### src/rtl/spi_pkg.sv
// Shared types and helpers for the SPI word master and its SCLK generator.
package spi_pkg;

   typedef enum logic [2:0] {
      IDLE  = 3'd0,
      SETUP = 3'd1,
      SHIFT = 3'd2,
      HOLD  = 3'd3,
      GAP   = 3'd4
   } spi_state_e;

   // {CPOL, CPHA}
   localparam logic [1:0] MODE0 = 2'b00;
   localparam logic [1:0] MODE1 = 2'b01;
   localparam logic [1:0] MODE2 = 2'b10;
   localparam logic [1:0] MODE3 = 2'b11;

   // Bits needed for a counter that must hold values 0..max_val.
   function automatic int cnt_width(input int max_val);
      return (max_val < 2) ? 1 : $clog2(max_val + 1);
   endfunction

endpackage

### src/rtl/spi_sclk_gen.sv
// Half-period down-counter producing SCLK and its leading/trailing edge strobes.
module spi_sclk_gen
   import spi_pkg::*;
#(
   parameter int HALF = 10
)
(
   input  logic clk,
   input  logic rst,
   input  logic start,
   input  logic en,
   input  logic last,
   input  logic park,
   input  logic cpol,
   output logic lead_stb,
   output logic trail_stb,
   output logic period_done,
   output logic sclk
);

   localparam int CW = cnt_width(HALF - 1);
   localparam logic [CW-1:0] HALF_M1 = CW'(HALF - 1);

   logic [CW-1:0] cnt_q, cnt_d;
   logic          phase_q, phase_d;
   logic          sclk_q, sclk_d;
   logic          tc;

   always_comb begin
      tc          = en && (cnt_q == '0);
      trail_stb   = tc && !phase_q;
      period_done = tc && phase_q;
      // the edge that would open another period is suppressed after the last bit
      lead_stb    = start || (period_done && !last);

      cnt_d   = cnt_q;
      phase_d = phase_q;
      sclk_d  = sclk_q;

      if (start) begin
         cnt_d   = HALF_M1;
         phase_d = 1'b0;
      end else if (tc) begin
         cnt_d   = HALF_M1;
         phase_d = !phase_q;
      end else if (en) begin
         cnt_d = cnt_q - CW'(1);
      end

      if (park || trail_stb) begin
         sclk_d = cpol;
      end else if (lead_stb) begin
         sclk_d = !cpol;
      end
   end

   always_ff @(posedge clk) begin
      if (rst) begin
         cnt_q   <= '0;
         phase_q <= 1'b0;
         sclk_q  <= 1'b0;
      end else begin
         cnt_q   <= cnt_d;
         phase_q <= phase_d;
         sclk_q  <= sclk_d;
      end
   end

   assign sclk = sclk_q;

endmodule

### src/rtl/spi_word_master.sv
// SPI master sending one right-aligned word of 1..DATA_WIDTH/8 bytes per request.
//
// state | meaning
// IDLE  | waiting for is_data_ready; all cs high, mosi 0
// SETUP | cs asserted, half period before the first SCLK edge
// SHIFT | 8*nbytes SCLK periods of shifting
// HOLD  | cs still asserted, half period after the last period
// GAP   | cs released, half period before the next accept
module spi_word_master
   import spi_pkg::*;
#(
   parameter  int SCLK_DIVIDER = 20,
   parameter  int DATA_WIDTH   = 32,
   parameter  int NUM_CS       = 1,
   localparam int NBW          = $clog2(DATA_WIDTH / 8) + 1,
   localparam int CSW          = (NUM_CS > 1) ? $clog2(NUM_CS) : 1
)
(
   input  logic                  clk,
   input  logic                  rst,
   input  logic                  is_data_ready,
   input  logic [NBW-1:0]        nbytes,
   input  logic [1:0]            mode,
   input  logic [CSW-1:0]        cs_sel,
   input  logic [DATA_WIDTH-1:0] data,
   input  logic                  miso,
   output logic                  mosi,
   output logic                  sclk,
   output logic [NUM_CS-1:0]     cs,
   output logic                  is_busy,
   output logic [DATA_WIDTH-1:0] rx_data,
   output logic                  rx_valid
);

   localparam int HALF = SCLK_DIVIDER / 2;
   localparam int MAXB = DATA_WIDTH / 8;
   localparam int TW   = cnt_width(HALF - 1);
   localparam int BW   = cnt_width(DATA_WIDTH);
   localparam logic [TW-1:0] HALF_M1 = TW'(HALF - 1);

   spi_state_e            state_q, state_d;
   logic [TW-1:0]         tmr_q, tmr_d;
   logic [BW-1:0]         bits_q, bits_d;
   logic [1:0]            mode_q, mode_d;
   logic [NUM_CS-1:0]     cs_q, cs_d;
   logic [DATA_WIDTH-1:0] tx_q, tx_d;
   logic [DATA_WIDTH-1:0] rx_sh_q, rx_sh_d;
   logic [DATA_WIDTH-1:0] rx_data_q, rx_data_d;
   logic                  rx_valid_q, rx_valid_d;
   logic                  mosi_q, mosi_d;

   logic                  accept;
   logic [NBW-1:0]        nb_eff;
   logic [BW-1:0]         bits_load;
   logic [DATA_WIDTH-1:0] tx_aligned;
   logic                  start, en, last, cpol_nxt;
   logic                  lead_stb, trail_stb, period_done;
   logic                  shift_out, sample_in;

   assign accept = (state_q == IDLE) && is_data_ready;

   always_comb begin
      if (nbytes == '0) begin
         nb_eff = NBW'(1);
      end else if (nbytes > NBW'(MAXB)) begin
         nb_eff = NBW'(MAXB);
      end else begin
         nb_eff = nbytes;
      end
   end

   // left-align so the MSB to send always sits at the top of the shift register
   assign bits_load  = BW'({nb_eff, 3'b000});
   assign tx_aligned = data << (BW'(DATA_WIDTH) - bits_load);

   assign start    = (state_q == SETUP) && (tmr_q == '0);
   assign en       = (state_q == SHIFT);
   assign last     = (bits_q == BW'(1));
   assign cpol_nxt = accept ? mode[1] : mode_q[1];

   spi_sclk_gen #(
      .HALF (HALF)
   ) u_sclk_gen (
      .clk         (clk),
      .rst         (rst),
      .start       (start),
      .en          (en),
      .last        (last),
      .park        (accept),
      .cpol        (cpol_nxt),
      .lead_stb    (lead_stb),
      .trail_stb   (trail_stb),
      .period_done (period_done),
      .sclk        (sclk)
   );

   assign shift_out = mode_q[0] ? lead_stb  : trail_stb;
   assign sample_in = mode_q[0] ? trail_stb : lead_stb;

   always_comb begin
      state_d    = state_q;
      tmr_d      = tmr_q;
      bits_d     = bits_q;
      mode_d     = mode_q;
      cs_d       = cs_q;
      tx_d       = tx_q;
      rx_sh_d    = rx_sh_q;
      rx_data_d  = rx_data_q;
      rx_valid_d = 1'b0;
      mosi_d     = mosi_q;

      if (shift_out) begin
         mosi_d = tx_q[DATA_WIDTH-1];
         tx_d   = {tx_q[DATA_WIDTH-2:0], 1'b0};
      end
      if (sample_in) begin
         rx_sh_d = {rx_sh_q[DATA_WIDTH-2:0], miso};
      end

      case (state_q)
         IDLE: begin
            mosi_d = 1'b0;
            cs_d   = '1;
            if (is_data_ready) begin
               state_d = SETUP;
               tmr_d   = HALF_M1;
               bits_d  = bits_load;
               mode_d  = mode;
               cs_d    = ~(NUM_CS'(1) << cs_sel);
               rx_sh_d = '0;
               // CPHA=0 must have the first bit on the wire before the first edge
               if (mode[0]) begin
                  mosi_d = 1'b0;
                  tx_d   = tx_aligned;
               end else begin
                  mosi_d = tx_aligned[DATA_WIDTH-1];
                  tx_d   = {tx_aligned[DATA_WIDTH-2:0], 1'b0};
               end
            end
         end
         SETUP: begin
            if (tmr_q == '0) begin
               state_d = SHIFT;
            end else begin
               tmr_d = tmr_q - TW'(1);
            end
         end
         SHIFT: begin
            if (period_done) begin
               bits_d = bits_q - BW'(1);
               if (last) begin
                  state_d = HOLD;
                  tmr_d   = HALF_M1;
               end
            end
         end
         HOLD: begin
            if (tmr_q == '0) begin
               state_d    = GAP;
               tmr_d      = HALF_M1;
               cs_d       = '1;
               mosi_d     = 1'b0;
               rx_data_d  = rx_sh_q;
               rx_valid_d = 1'b1;
            end else begin
               tmr_d = tmr_q - TW'(1);
            end
         end
         GAP: begin
            if (tmr_q == '0) begin
               state_d = IDLE;
            end else begin
               tmr_d = tmr_q - TW'(1);
            end
         end
         default: begin
            state_d = IDLE;
            cs_d    = '1;
            mosi_d  = 1'b0;
         end
      endcase
   end

   always_ff @(posedge clk) begin
      if (rst) begin
         state_q    <= IDLE;
         tmr_q      <= '0;
         bits_q     <= '0;
         mode_q     <= MODE0;
         cs_q       <= '1;
         tx_q       <= '0;
         rx_sh_q    <= '0;
         rx_data_q  <= '0;
         rx_valid_q <= 1'b0;
         mosi_q     <= 1'b0;
      end else begin
         state_q    <= state_d;
         tmr_q      <= tmr_d;
         bits_q     <= bits_d;
         mode_q     <= mode_d;
         cs_q       <= cs_d;
         tx_q       <= tx_d;
         rx_sh_q    <= rx_sh_d;
         rx_data_q  <= rx_data_d;
         rx_valid_q <= rx_valid_d;
         mosi_q     <= mosi_d;
      end
   end

   assign mosi     = mosi_q;
   assign cs       = cs_q;
   assign is_busy  = (state_q != IDLE);
   assign rx_data  = rx_data_q;
   assign rx_valid = rx_valid_q;

endmodule

### config.mk
export PLATFORM = sky130hd
export DESIGN_NAME = spi_word_master
export DESIGN_NICKNAME = d
export VERILOG_FILES = /design/src/rtl/spi_pkg.sv /design/src/rtl/spi_sclk_gen.sv /design/src/rtl/spi_word_master.sv
export SDC_FILE = /design/constraint.sdc
export NUM_CORES = 1
export LEC_CHECK = 0
export BUFFER_PORTS_ARGS = -buffer_cell sky130_fd_sc_hd__buf_2
export CAP_MARGIN = 25
export CORE_UTILIZATION = 38
export DETAILED_ROUTE_END_ITERATION = 16
export MAX_ROUTING_LAYER = met4
export PLACE_DENSITY = 0.55
export SETUP_SLACK_MARGIN = 0.15
export SYNTH_ARGS = -nofsm -noshare
export SYNTH_HDL_FRONTEND = slang
export SYNTH_SLANG_ARGS = --single-unit
### constraint.sdc
create_clock -name clk -period 6.4 [get_ports clk]
set_clock_uncertainty 0.05 [all_clocks]
set_input_delay 0.32 -clock clk [delete_from_list [all_inputs] [get_ports clk]]
set_output_delay 0.32 -clock clk [all_outputs]
set_load 0.01 [all_outputs]
* Yosys cells after proc, flatten, opt, wreduce, memory -nomap -nowiden
Cells that the tools add are included.
** Storage, ports and cells
- Output and inout port bits :: 37
- Bits in read-only memories :: 0
- Latch bits :: 0
- Logic and storage cells :: 109
- Input port bits :: 42
- Register bits :: 120
- Memories :: 0
- RAM bits :: 0
** Operators by class
- $add $sub $neg :: 4
- Multiply operators :: 0
- Shifts and indexed selects :: 2
- Magnitude comparators :: 1
- Reduce and logical (&&, ||, !) cells :: 31
- Bitwise logic cells :: 3
- Eq/ne operators :: 12
- Divide/modulo/power cells :: 0
- Multiplexer cells :: 42
** Operators with widths (count)
- 32-bit 2-to-1 mux :: 7
- 4-bit 2-to-1 mux :: 8
- 32-bit by 6-bit << shifter with 32-bit output :: 1
- 3-bit 2-to-1 mux :: 8
- 4-bit one-hot mux with 4 select lines :: 1
- 3-bit one-hot mux with 5 select lines :: 1
- 1-bit 2-to-1 mux :: 12
- 6-bit 2-to-1 mux :: 2
- 2-bit inequality test (second input constant) :: 6
- 6-bit one-hot mux with 2 select lines :: 1
- 4-bit zero test :: 2
- 4-bit by 1-bit subtractor with 4-bit output (second input constant) :: 2
- 3-bit by 2-bit equality test with 1-bit output (second input constant) :: 2
- 6-bit by 1-bit equality test with 1-bit output (second input constant) :: 1
- 1-bit logical AND :: 6
- 3-bit zero test :: 2
- 1-bit one-hot mux with 3 select lines :: 2
- 2-bit AND reduction :: 3
- 6-bit AND reduction :: 1
- 3-bit nonzero test :: 2
- 2-bit OR reduction :: 3
- 3-bit OR reduction :: 2
- 6-bit by 1-bit subtractor with 6-bit output (second input constant) :: 1
- 6-bit subtractor (first input constant) :: 1
- 12 further kinds :: 18

* Depth between registers and ports, before layout
Gate-level depths: netlist (run 1).
- Depth after elaboration :: 9
- Gate-level depth with buffers :: 8
- Gate-level depth less buffers :: 7

* Modules after synthesis
A second synthesis (run 1) with hierarchy kept.
** Unflattened totals
- Cell total of the unflattened synthesis :: 696
- Area, all modules :: 5905.7 um^2
** By module, submodules not included
- spi_word_master :: instances 1, cells each 656, area each 5574.1 um^2, seq. area each 2282.2 um^2
- spi_sclk_gen :: instances 1, cells each 40, area each 331.6 um^2, seq. area each 120.1 um^2

* Worst setup path after synthesis (run 1)
No wires, ideal clock.
- Path type :: reg-to-reg
- Start point :: register tmr_q[0]
- End point :: register tx_q[10]
- Period minus slack after synthesis :: 2055 ps
- Data required time :: 6247 ps
- Arrival time :: 1901 ps
- Library setup time :: 103 ps
- Slack :: 4345 ps
- Cell stages (with the launch flop) :: 8
- Buffers on the path :: 1
- Cells stage by stage :: dfxtp_1 inv_1 ha_1 or3b_1 nor3_2 o31ai_4 buf_2 a2111oi_2
** Between the ends
- Word-level cells in the longest chain between the ends :: 7
** RTL lines
- from (decl) :: line spi_word_master.sv:42 : logic [TW-1:0] tmr_q, tmr_d;
- from (signal assigned) :: line spi_word_master.sv:198 : tmr_q <= tmr_d;
- 4-bit zero test * :: line spi_word_master.sv:76 : assign start = (state_q == SETUP) && (tmr_q == '0);
- 1-bit logical AND * :: line spi_word_master.sv:76
- 1-bit logical OR * :: line spi_sclk_gen.sv:34 : lead_stb = start || (period_done && !last);
- 1-bit 2-to-1 mux * :: line spi_word_master.sv:97 : assign shift_out = mode_q[0] ? lead_stb : trail_stb;
- 32-bit 2-to-1 mux * :: line spi_word_master.sv:112 : if (shift_out) begin
- 32-bit 2-to-1 mux :: line spi_word_master.sv:124 : if (is_data_ready) begin
- 32-bit 2-to-1 mux * :: line spi_word_master.sv:120 : case (state_q)
- to (signal assigned) :: line spi_word_master.sv:202 : tx_q <= tx_d;
- to (decl) :: line spi_word_master.sv:46 : logic [DATA_WIDTH-1:0] tx_q, tx_d;
Mark *: on every way between the ends. The rest lies on a longest branch, timed or not.
A chain may end at the register's enable or synchronous reset.

* Final worst setup path (run 1)
- Start point :: register state_q[2]
- End point :: register tx_q[7]
** Between the ends
- Word-level cells in the longest chain between the ends :: 9
- Elaborated cells on any way between the ends :: 13
- Classes of those cells :: eq/ne: 2; mux: 4; reduce/logical: 7
** RTL lines
- from (decl) :: line spi_word_master.sv:41 : spi_state_e state_q, state_d;
- from (signal assigned) :: line spi_word_master.sv:197 : state_q <= state_d;
- 3-bit by 2-bit equality test with 1-bit output :: line spi_word_master.sv:77 : assign en = (state_q == SHIFT);
- 1-bit logical AND :: line spi_sclk_gen.sv:30 : tc = en && (cnt_q == '0);
- 1-bit logical AND :: line spi_sclk_gen.sv:32 : period_done = tc && phase_q;
- 1-bit logical AND :: line spi_sclk_gen.sv:34
- 1-bit logical OR :: line spi_sclk_gen.sv:34
- 1-bit 2-to-1 mux :: line spi_word_master.sv:97
- 32-bit 2-to-1 mux :: line spi_word_master.sv:112
- 32-bit 2-to-1 mux :: line spi_word_master.sv:124
- 32-bit 2-to-1 mux * :: line spi_word_master.sv:120
Marks and branches as above.

==> run_results.csv, run 1 <==
group,metric,value,unit
run_status,run_status,"finished clean",
synthesis,post_synth_inst_count,748,
floorplan,die_h,128,um
route,wl_per_cell,14.8,um
floorplan,row_count,45,
route,first_pass_iteration_count_of_the_detailed_router,5,
cells_and_area,layout.cells.non_filler,1018,
setup_path,crit_path_start_kind,"register",
route,final_antenna_net_count,0,
synthesis,synthesis.area_per_instance,8.08,um2
sta,tightestPinTransition,925,ps
setup_path,rrSetupSlack,3660,ps
clocking,number_of_sinks_driven_by_the_clock_tree,120,
sta,timing.final.setup_violations,0,
global_route,global_route.usage.total,0.199,
synthesis,synth-seq-cells,120,
clocking,buffer_levels_on_the_longest_clock_path,2,
global_route,first_pass_grt_wire_length,25400,um
clocking,clk_pin_slew_worst_setup_hold_paths,60,ps
cells_and_area,seq_area,0.00240,mm2
synthesis,synth.top_cells.by_area,"sky130_fd_sc_hd__dfxtp_1 (40%), sky130_fd_sc_hd__nand2_1 (8.4%), sky130_fd_sc_hd__mux2_2 (6.3%), sky130_fd_sc_hd__a21oi_1 (6.3%), sky130_fd_sc_hd__nor2_1 (5.4%)",
synthesis,synth.cell_area,0.00605,mm2
sta,crit_share_post_route,0.427,
floorplan,dieArea,0.0164,mm2
clocking,ctsHoldBuffers,0,
synthesis,ys_seq_area_frac,0.397,
cells_and_area,nNetsFinal,841,
synthesis,ys_top_cells_by_count,"sky130_fd_sc_hd__nand2_1 (135), sky130_fd_sc_hd__dfxtp_1 (120), sky130_fd_sc_hd__nor2_1 (87)",
synthesis,synth_top_cell_by_area,"sky130_fd_sc_hd__dfxtp_1",
route,drt-vias-per-instance,5.36,
clocking,clk_root_buffer_cell,"sky130_fd_sc_hd__clkbuf_16",
run,maxCapViolations,0,
sta,max_freq,366,MHz
sta,unrepaired_setup_endpoints_after_global_routing,"no",
synthesis,synthFlopType,"sky130_fd_sc_hd__dfxtp_1",
setup_path,worst_path_fanout_max,61,
place,port-buffer-count,78,
power_and_ir_drop,total_power_draw,0.00242,W
synthesis,synth_cell_type_count,61,
floorplan,floorplan.io_pins,79,
global_route,first_global_vias,5339,
sta,max_slew_margin,0.384,
route,drt-total-wl,15000,um
clocking,cts_buffers,17,
cells_and_area,diodes,0,
place,hpwl,9900,um
clocking,cts_tree,"yes",
place,post_dp_cell_area,0.00653,mm2
cells_and_area,fill_cells,1508,
synthesis,synthArstFlopShare,0,
clocking,clkLatencyLatePin,420,ps
cells_and_area,total_area_of_multi_input_combinational_cells,0.00338,mm2
setup_path,slowest_delay,630,ps
synthesis,synthMostInstantiatedCell,"sky130_fd_sc_hd__nand2_1",
synthesis,synth.yosys.warnings,0,
sta,setup_tns,0,ps
worst_hold_path,hp-class,"in2reg",
setup_path,worst-endpoint-required,6640,ps
synthesis,synth_top_area_frac,0.397,
route,vias,5461,
power_and_ir_drop,powerDensity,337,mW/mm2
clocking,post_cts_resized,0,
global_route,grt_max_degree,74,
setup_path,crit_family,"compound AO/OA/AOI/OAI gates",
setup_path,timing.critical_path.slowest_stage_cell,"sky130_fd_sc_hd__dfxtp_1",
route,drt_first_iter_violations,318,
setup_path,cp_cell_sequence,"or3b_1, a211oi_4, o31ai_4, buf_4, nor2_1, a2111oi_1",
cells_and_area,syn2layout_area_growth,18.5,%
synthesis,synth_fp_nets,795,
floorplan,die_x,128,um
setup_path,critical_path_class,"reg2reg",
setup_path,timing.critical_path.buf_inv,1,
power_and_ir_drop,cellLeakagePower,2.72,nW
global_route,antenna_found_initial,0,
cells_and_area,finalInstanceArea,0.00716,mm2
floorplan,initial_utilization,0.393,
place,place_congestion,0.914,
sta,finalHoldViolCount,0,
cells_and_area,final_util,0.466,
sta,final_number_of_max_transition_violations,0,
cells_and_area,post_route_cells_drive_above_1_share,0.230,
route,post_route_drc,0,
clocking,post_cts.repair.setup_buffers,0,
clocking,h_tree_lvl_count,4,
floorplan,core_region_area,0.0154,mm2
place,place.detailed.instances,985,
synthesis,post_synth_edffs,0,
global_route,grt-ovfl-total,0,
setup_path,wp_data_arrival,2980,ps
setup_path,type_of_destination_of_the_critical_path,"register",
power_and_ir_drop,vdd_ir_drop_max,190,uV
sta,final.min_clock_period,2740,ps
==> metrics by stage <==
| stage | hold slack, ps | setup slack (ps) |
|---|---|---|
| 3_5_place_dp | 397 | 3680 |
| 5_1_grt | 106 | 3450 |
| 2_1_floorplan | 382 | 4350 |
| 6_report | 95.5 | 3660 |
| 4_1_cts | 78.7 | 3680 |
| 3_3_place_gp | 391 | 3820 |
==> sequential cells by signal, summed over array words and instances (netlist names) <==
name	count
u_sclk_gen.sclk	1
tx_q	32
rx_sh_q	32
u_sclk_gen.phase_q	1
u_sclk_gen.cnt_q	4
cs	1
mode_q	2
tmr_q	4
rx_valid	1
mosi	1
bits_q	6
state_q	3
rx_data	32
==> cell type report <==
| type | count | share of cell area |
|---|---|---|
| Clock buffer | 22 | 0.0676 |
| Clock inverter | 10 | 0.0199 |
| Inverter | 11 | 0.00576 |
| Multi-Input combinational cell | 558 | 0.471 |
| Sequential cell | 120 | 0.335 |
| Tap cell | 211 | 0.0368 |
| Timing Repair Buffer | 86 | 0.0632 |
==> cell usage in the layout (no fill, tap or decap), types with 9 or more instances in the layout <==
master,synthesis,layout
sky130_fd_sc_hd__o21ai_0,46,46
sky130_fd_sc_hd__clkbuf_16,0,17
sky130_fd_sc_hd__mux2_2,34,34
sky130_fd_sc_hd__inv_1,11,11
sky130_fd_sc_hd__buf_2,15,77
sky130_fd_sc_hd__a2111oi_2,19,19
sky130_fd_sc_hd__buf_4,1,9
sky130_fd_sc_hd__nand3_1,37,37
sky130_fd_sc_hd__nand2_1,135,135
sky130_fd_sc_hd__a21oi_1,76,76
sky130_fd_sc_hd__dfxtp_1,120,120
sky130_fd_sc_hd__nor2_1,87,85
==> kinds of logic (layout without fill, tap and decap cells) <==
family / count (synthesis) / after routing / synth area share
simple gates: 310 / 310 / 0.233
xor+xnor: 3 / 3 / 0.00435
compound gates: 198 / 198 / 0.231
flops: 120 / 120 / 0.397
mux: 42 / 42 / 0.0766
fa+ha+maj: 5 / 5 / 0.0103
buf+inv: 70 / 129 / 0.0472
==> final timing paths <==
| kind | to | cells after the start | start |
|---|---|---|---|
| worst max register to register | tx_q[7] | 6 | state_q[2] |
| worst min register to register | rx_data[29] | 2 | rx_data[29] |
| worst max-delay path | tx_q[7] | 6 | state_q[2] |
| worst min-delay path | cs | 3 | cs_sel |
==> power by group <==
part           leakage [nW]  internal, W  switching [W]
sequential            0.976     0.000822      0.0000565
clock                 0.306     0.000655       0.000348
combinational          1.44     0.000203       0.000331
==> tightest hold or removal path, delay by kind of cell <==
kind | cells | cell delay, ps
buf+inv | 1 | 80
simple gates | 1 | 60
compound gates | 1 | 70
==> layer usage <==
| metal | share of wire | track usage | vias up |
|---|---|---|---|
| met5 | 0 | - | - |
| met4 | 0.013 | 0.0685 | 0 |
| met3 | 0.053 | 0.0455 | 17 |
| met2 | 0.46 | 0.319 | 146 |
| met1 | 0.48 | 0.244 | 2563 |
| li1 | - | - | 2735 |
No activity file was read; power rests on OpenSTA's default activity.
==> run 2, diff against run 1 <==
--- a/config.mk
+++ b/config.mk
@@ -10,7 +10,7 @@
 export CORE_UTILIZATION = 38
 export DETAILED_ROUTE_END_ITERATION = 16
 export MAX_ROUTING_LAYER = met4
-export PLACE_DENSITY = 0.55
+export PLACE_DENSITY = 0.58
 export SETUP_SLACK_MARGIN = 0.15
 export SYNTH_ARGS = -nofsm -noshare
 export SYNTH_HDL_FRONTEND = slang
==> constraint.sdc (replaced) <==
create_clock -name clk -period 2.23 [get_ports clk]
set_clock_uncertainty 0.05 [all_clocks]
set_input_delay 0.1115 -clock clk [delete_from_list [all_inputs] [get_ports clk]]
set_output_delay 0.1115 -clock clk [all_outputs]
set_load 0.01 [all_outputs]
==> run_results.csv, run 2 (synthesized netlist as in run 1, its figures left out) <==
group,metric,value,unit
global_route,first_global_vias,5321,
route,vias,5708,
power_and_ir_drop,comb_power_share,0.311,
place,hpwl,10500,um
global_route,first_pass_grt_wire_length,25800,um
setup_path,r2r.worst_path.cells,8,
setup_path,critical_path.reg2reg.endpoint,"tx_q[5]",
cells_and_area,nNetsFinal,887,
place,port-buffer-count,78,
clocking,h_tree_lvl_count,4,
floorplan,die_h,128,um
clocking,clkLatencyLatePin,420,ps
route,drt_first_iter_violations,347,
sta,holdWs,185,ps
sta,max_slew_margin,0.515,
power_and_ir_drop,pwr-share-clk,0.342,
route,post_route_drc,0,
sta,timing.final.setup_violations,0,
setup_path,type_of_destination_of_the_critical_path,"register",
run_status,run_status,"finished clean",
cells_and_area,total_area_of_multi_input_combinational_cells,0.00363,mm2
clocking,clk_pin_slew_worst_setup_hold_paths,60,ps
power_and_ir_drop,p_sw_frac,0.330,
cells_and_area,most-common-layout-cells,"sky130_fd_sc_hd__nand2_1 (134), sky130_fd_sc_hd__dfxtp_1 (117), sky130_fd_sc_hd__nor2_1 (80), sky130_fd_sc_hd__buf_2 (77), sky130_fd_sc_hd__a21oi_1 (73)",
clocking,cts_tree,"yes",
cells_and_area,final_common_cell,"sky130_fd_sc_hd__nand2_1",
cells_and_area,diodes,0,
global_route,antenna_found_initial,0,
route,first_pass_iteration_count_of_the_detailed_router,6,
cells_and_area,post_route_cells_drive_above_1_share,0.309,
power_and_ir_drop,vdd_ir_drop_max,682,uV
floorplan,row_count,45,
floorplan,initial_utilization,0.393,
power_and_ir_drop,internal_power,0.00486,W
sta,setup_tns,0,ps
cells_and_area,layout.cells.non_filler,1064,
setup_path,wp_data_arrival,2330,ps
global_route,grt-ovfl-total,0,
sta,final_number_of_max_transition_violations,0,
clocking,clk_root_buffer_cell,"sky130_fd_sc_hd__clkbuf_16",
power_and_ir_drop,powerDensity,923,mW/mm2
setup_path,regToRegStartpoint,"u_sclk_gen.cnt_q[1]",
clocking,cts_buffers,17,
setup_path,critical_path_class,"reg2reg",
power_and_ir_drop,cellLeakagePower,3.00,nW
sta,unrepaired_setup_endpoints_after_global_routing,"yes",
power_and_ir_drop,power_frac_seq,0.347,
global_route,global_route.usage.total,0.205,
sta,finalHoldViolCount,0,
worst_hold_path,min_path_cells,3,
sta,tightestPinTransition,728,ps
sta,timing.final.ws_setup,163,ps
power_and_ir_drop,power_switching,0.00239,W
worst_hold_path,min_delay_worst_endpoint,"tx_q[0]",
place,place.detailed.instances,1009,
route,final_antenna_net_count,0,
setup_path,worst-endpoint-required,2490,ps
clocking,number_of_sinks_driven_by_the_clock_tree,120,
setup_path,crit_path_start_kind,"register",
global_route,grt_max_degree,65,
cells_and_area,syn2layout_area_growth,29.9,%
cells_and_area,seq_area,0.00241,mm2
run,maxCapViolations,0,
sta,max_freq,484,MHz
setup_path,worst_path_fanout_max,6,
clocking,buffer_levels_on_the_longest_clock_path,2,
worst_hold_path,hold_path.startpoint,"mode[0]",
place,pre_cts_slack,19.0,ps
sta,crit_share_post_route,0.927,
route,drt-vias-per-instance,5.36,
sta,final.min_clock_period,2070,ps
place,place_congestion,0.855,
floorplan,core_region_area,0.0154,mm2
floorplan,dieArea,0.0164,mm2
cells_and_area,fill_cells,1426,
floorplan,floorplan.io_pins,79,
worst_hold_path,hp-class,"in2reg",
route,drt-total-wl,16300,um
setup_path,rrSetupSlack,160,ps
route,wl_per_cell,15.3,um
floorplan,die_x,128,um
-- run 2: worst max path at each step --
stage                              from  depth (start not counted)    endpoint  slack (ps)
floorplan                      tmr_q[0]                          7    tx_q[10]         180
global placement               tmr_q[0]                          9  rx_sh_q[2]          80
detailed placement  u_sclk_gen.cnt_q[0]                          7     tx_q[1]          20
CTS                 u_sclk_gen.cnt_q[1]                          9    tx_q[27]         110
global route        u_sclk_gen.cnt_q[1]                          9    tx_q[27]          70
finish              u_sclk_gen.cnt_q[1]                          8     tx_q[5]         160
-- run 2: power groups by stage --
stage / Sequential [W] / Clock, W / Combinational, W
after floorplan: 0.00251 / 0 / 0.00125
after global placement: 0.00253 / 0 / 0.00163
after detailed placement: 0.00254 / 0 / 0.00169
after CTS: 0.00250 / 0.00255 / 0.00206
after global routing: 0.00254 / 0.00264 / 0.00245
final: 0.00252 / 0.00248 / 0.00226
-- run 2: layer usage --
| metal | vias to the layer above | routed length (um) | global-route usage |
|---|---|---|---|
| li1 | 2829 | - | - |
| met1 | 2699 | 7410 | 0.247 |
| met2 | 161 | 7900 | 0.331 |
| met3 | 19 | 733 | 0.0492 |
| met4 | 0 | 258 | 0.0796 |
| met5 | - | 0 | - |
-- run 2: repair_timing --
item                       4_1_cts  5_1_grt
setup buffers                    8        3
gates cloned                     2        4
gates resized for setup         40       29
pin swaps                        9       13
hold endpoints to repair        24        0
setup endpoints to repair       68       90
hold buffers                     6        0
-- run 2: through the flow --
| step | util | power (W) | cell area, um2 |
|---|---|---|---|
| after floorplan | - | 0.00376 | 6050 |
| after global placement | 0.439 | 0.00416 | 6740 |
| after detailed placement | 0.440 | 0.00422 | 6760 |
| after CTS | 0.499 | 0.00711 | 7670 |
| after global routing | 0.511 | 0.00763 | 7860 |
| final | 0.511 | 0.00725 | 7860 |
-- run 2: layout make-up --
type,instances,share of cell area
Timing Repair Buffer,132,0.124
Clock buffer,19,0.0564
Multi-Input combinational cell,558,0.462
Clock inverter,13,0.0123
Inverter,11,0.00526
Tap cell,211,0.0336
Sequential cell,120,0.306
-- run 2: critical path, stage by stage, from the launching register on --
cell and delay (ps):
sky130_fd_sc_hd__dfxtp_2 320, sky130_fd_sc_hd__inv_2 70, sky130_fd_sc_hd__ha_4 140, sky130_fd_sc_hd__or4b_4 480
sky130_fd_sc_hd__o21ai_4 160, sky130_fd_sc_hd__o31ai_4 100, sky130_fd_sc_hd__buf_6 160, sky130_fd_sc_hd__clkbuf_16 170
sky130_fd_sc_hd__a2111oi_1 310
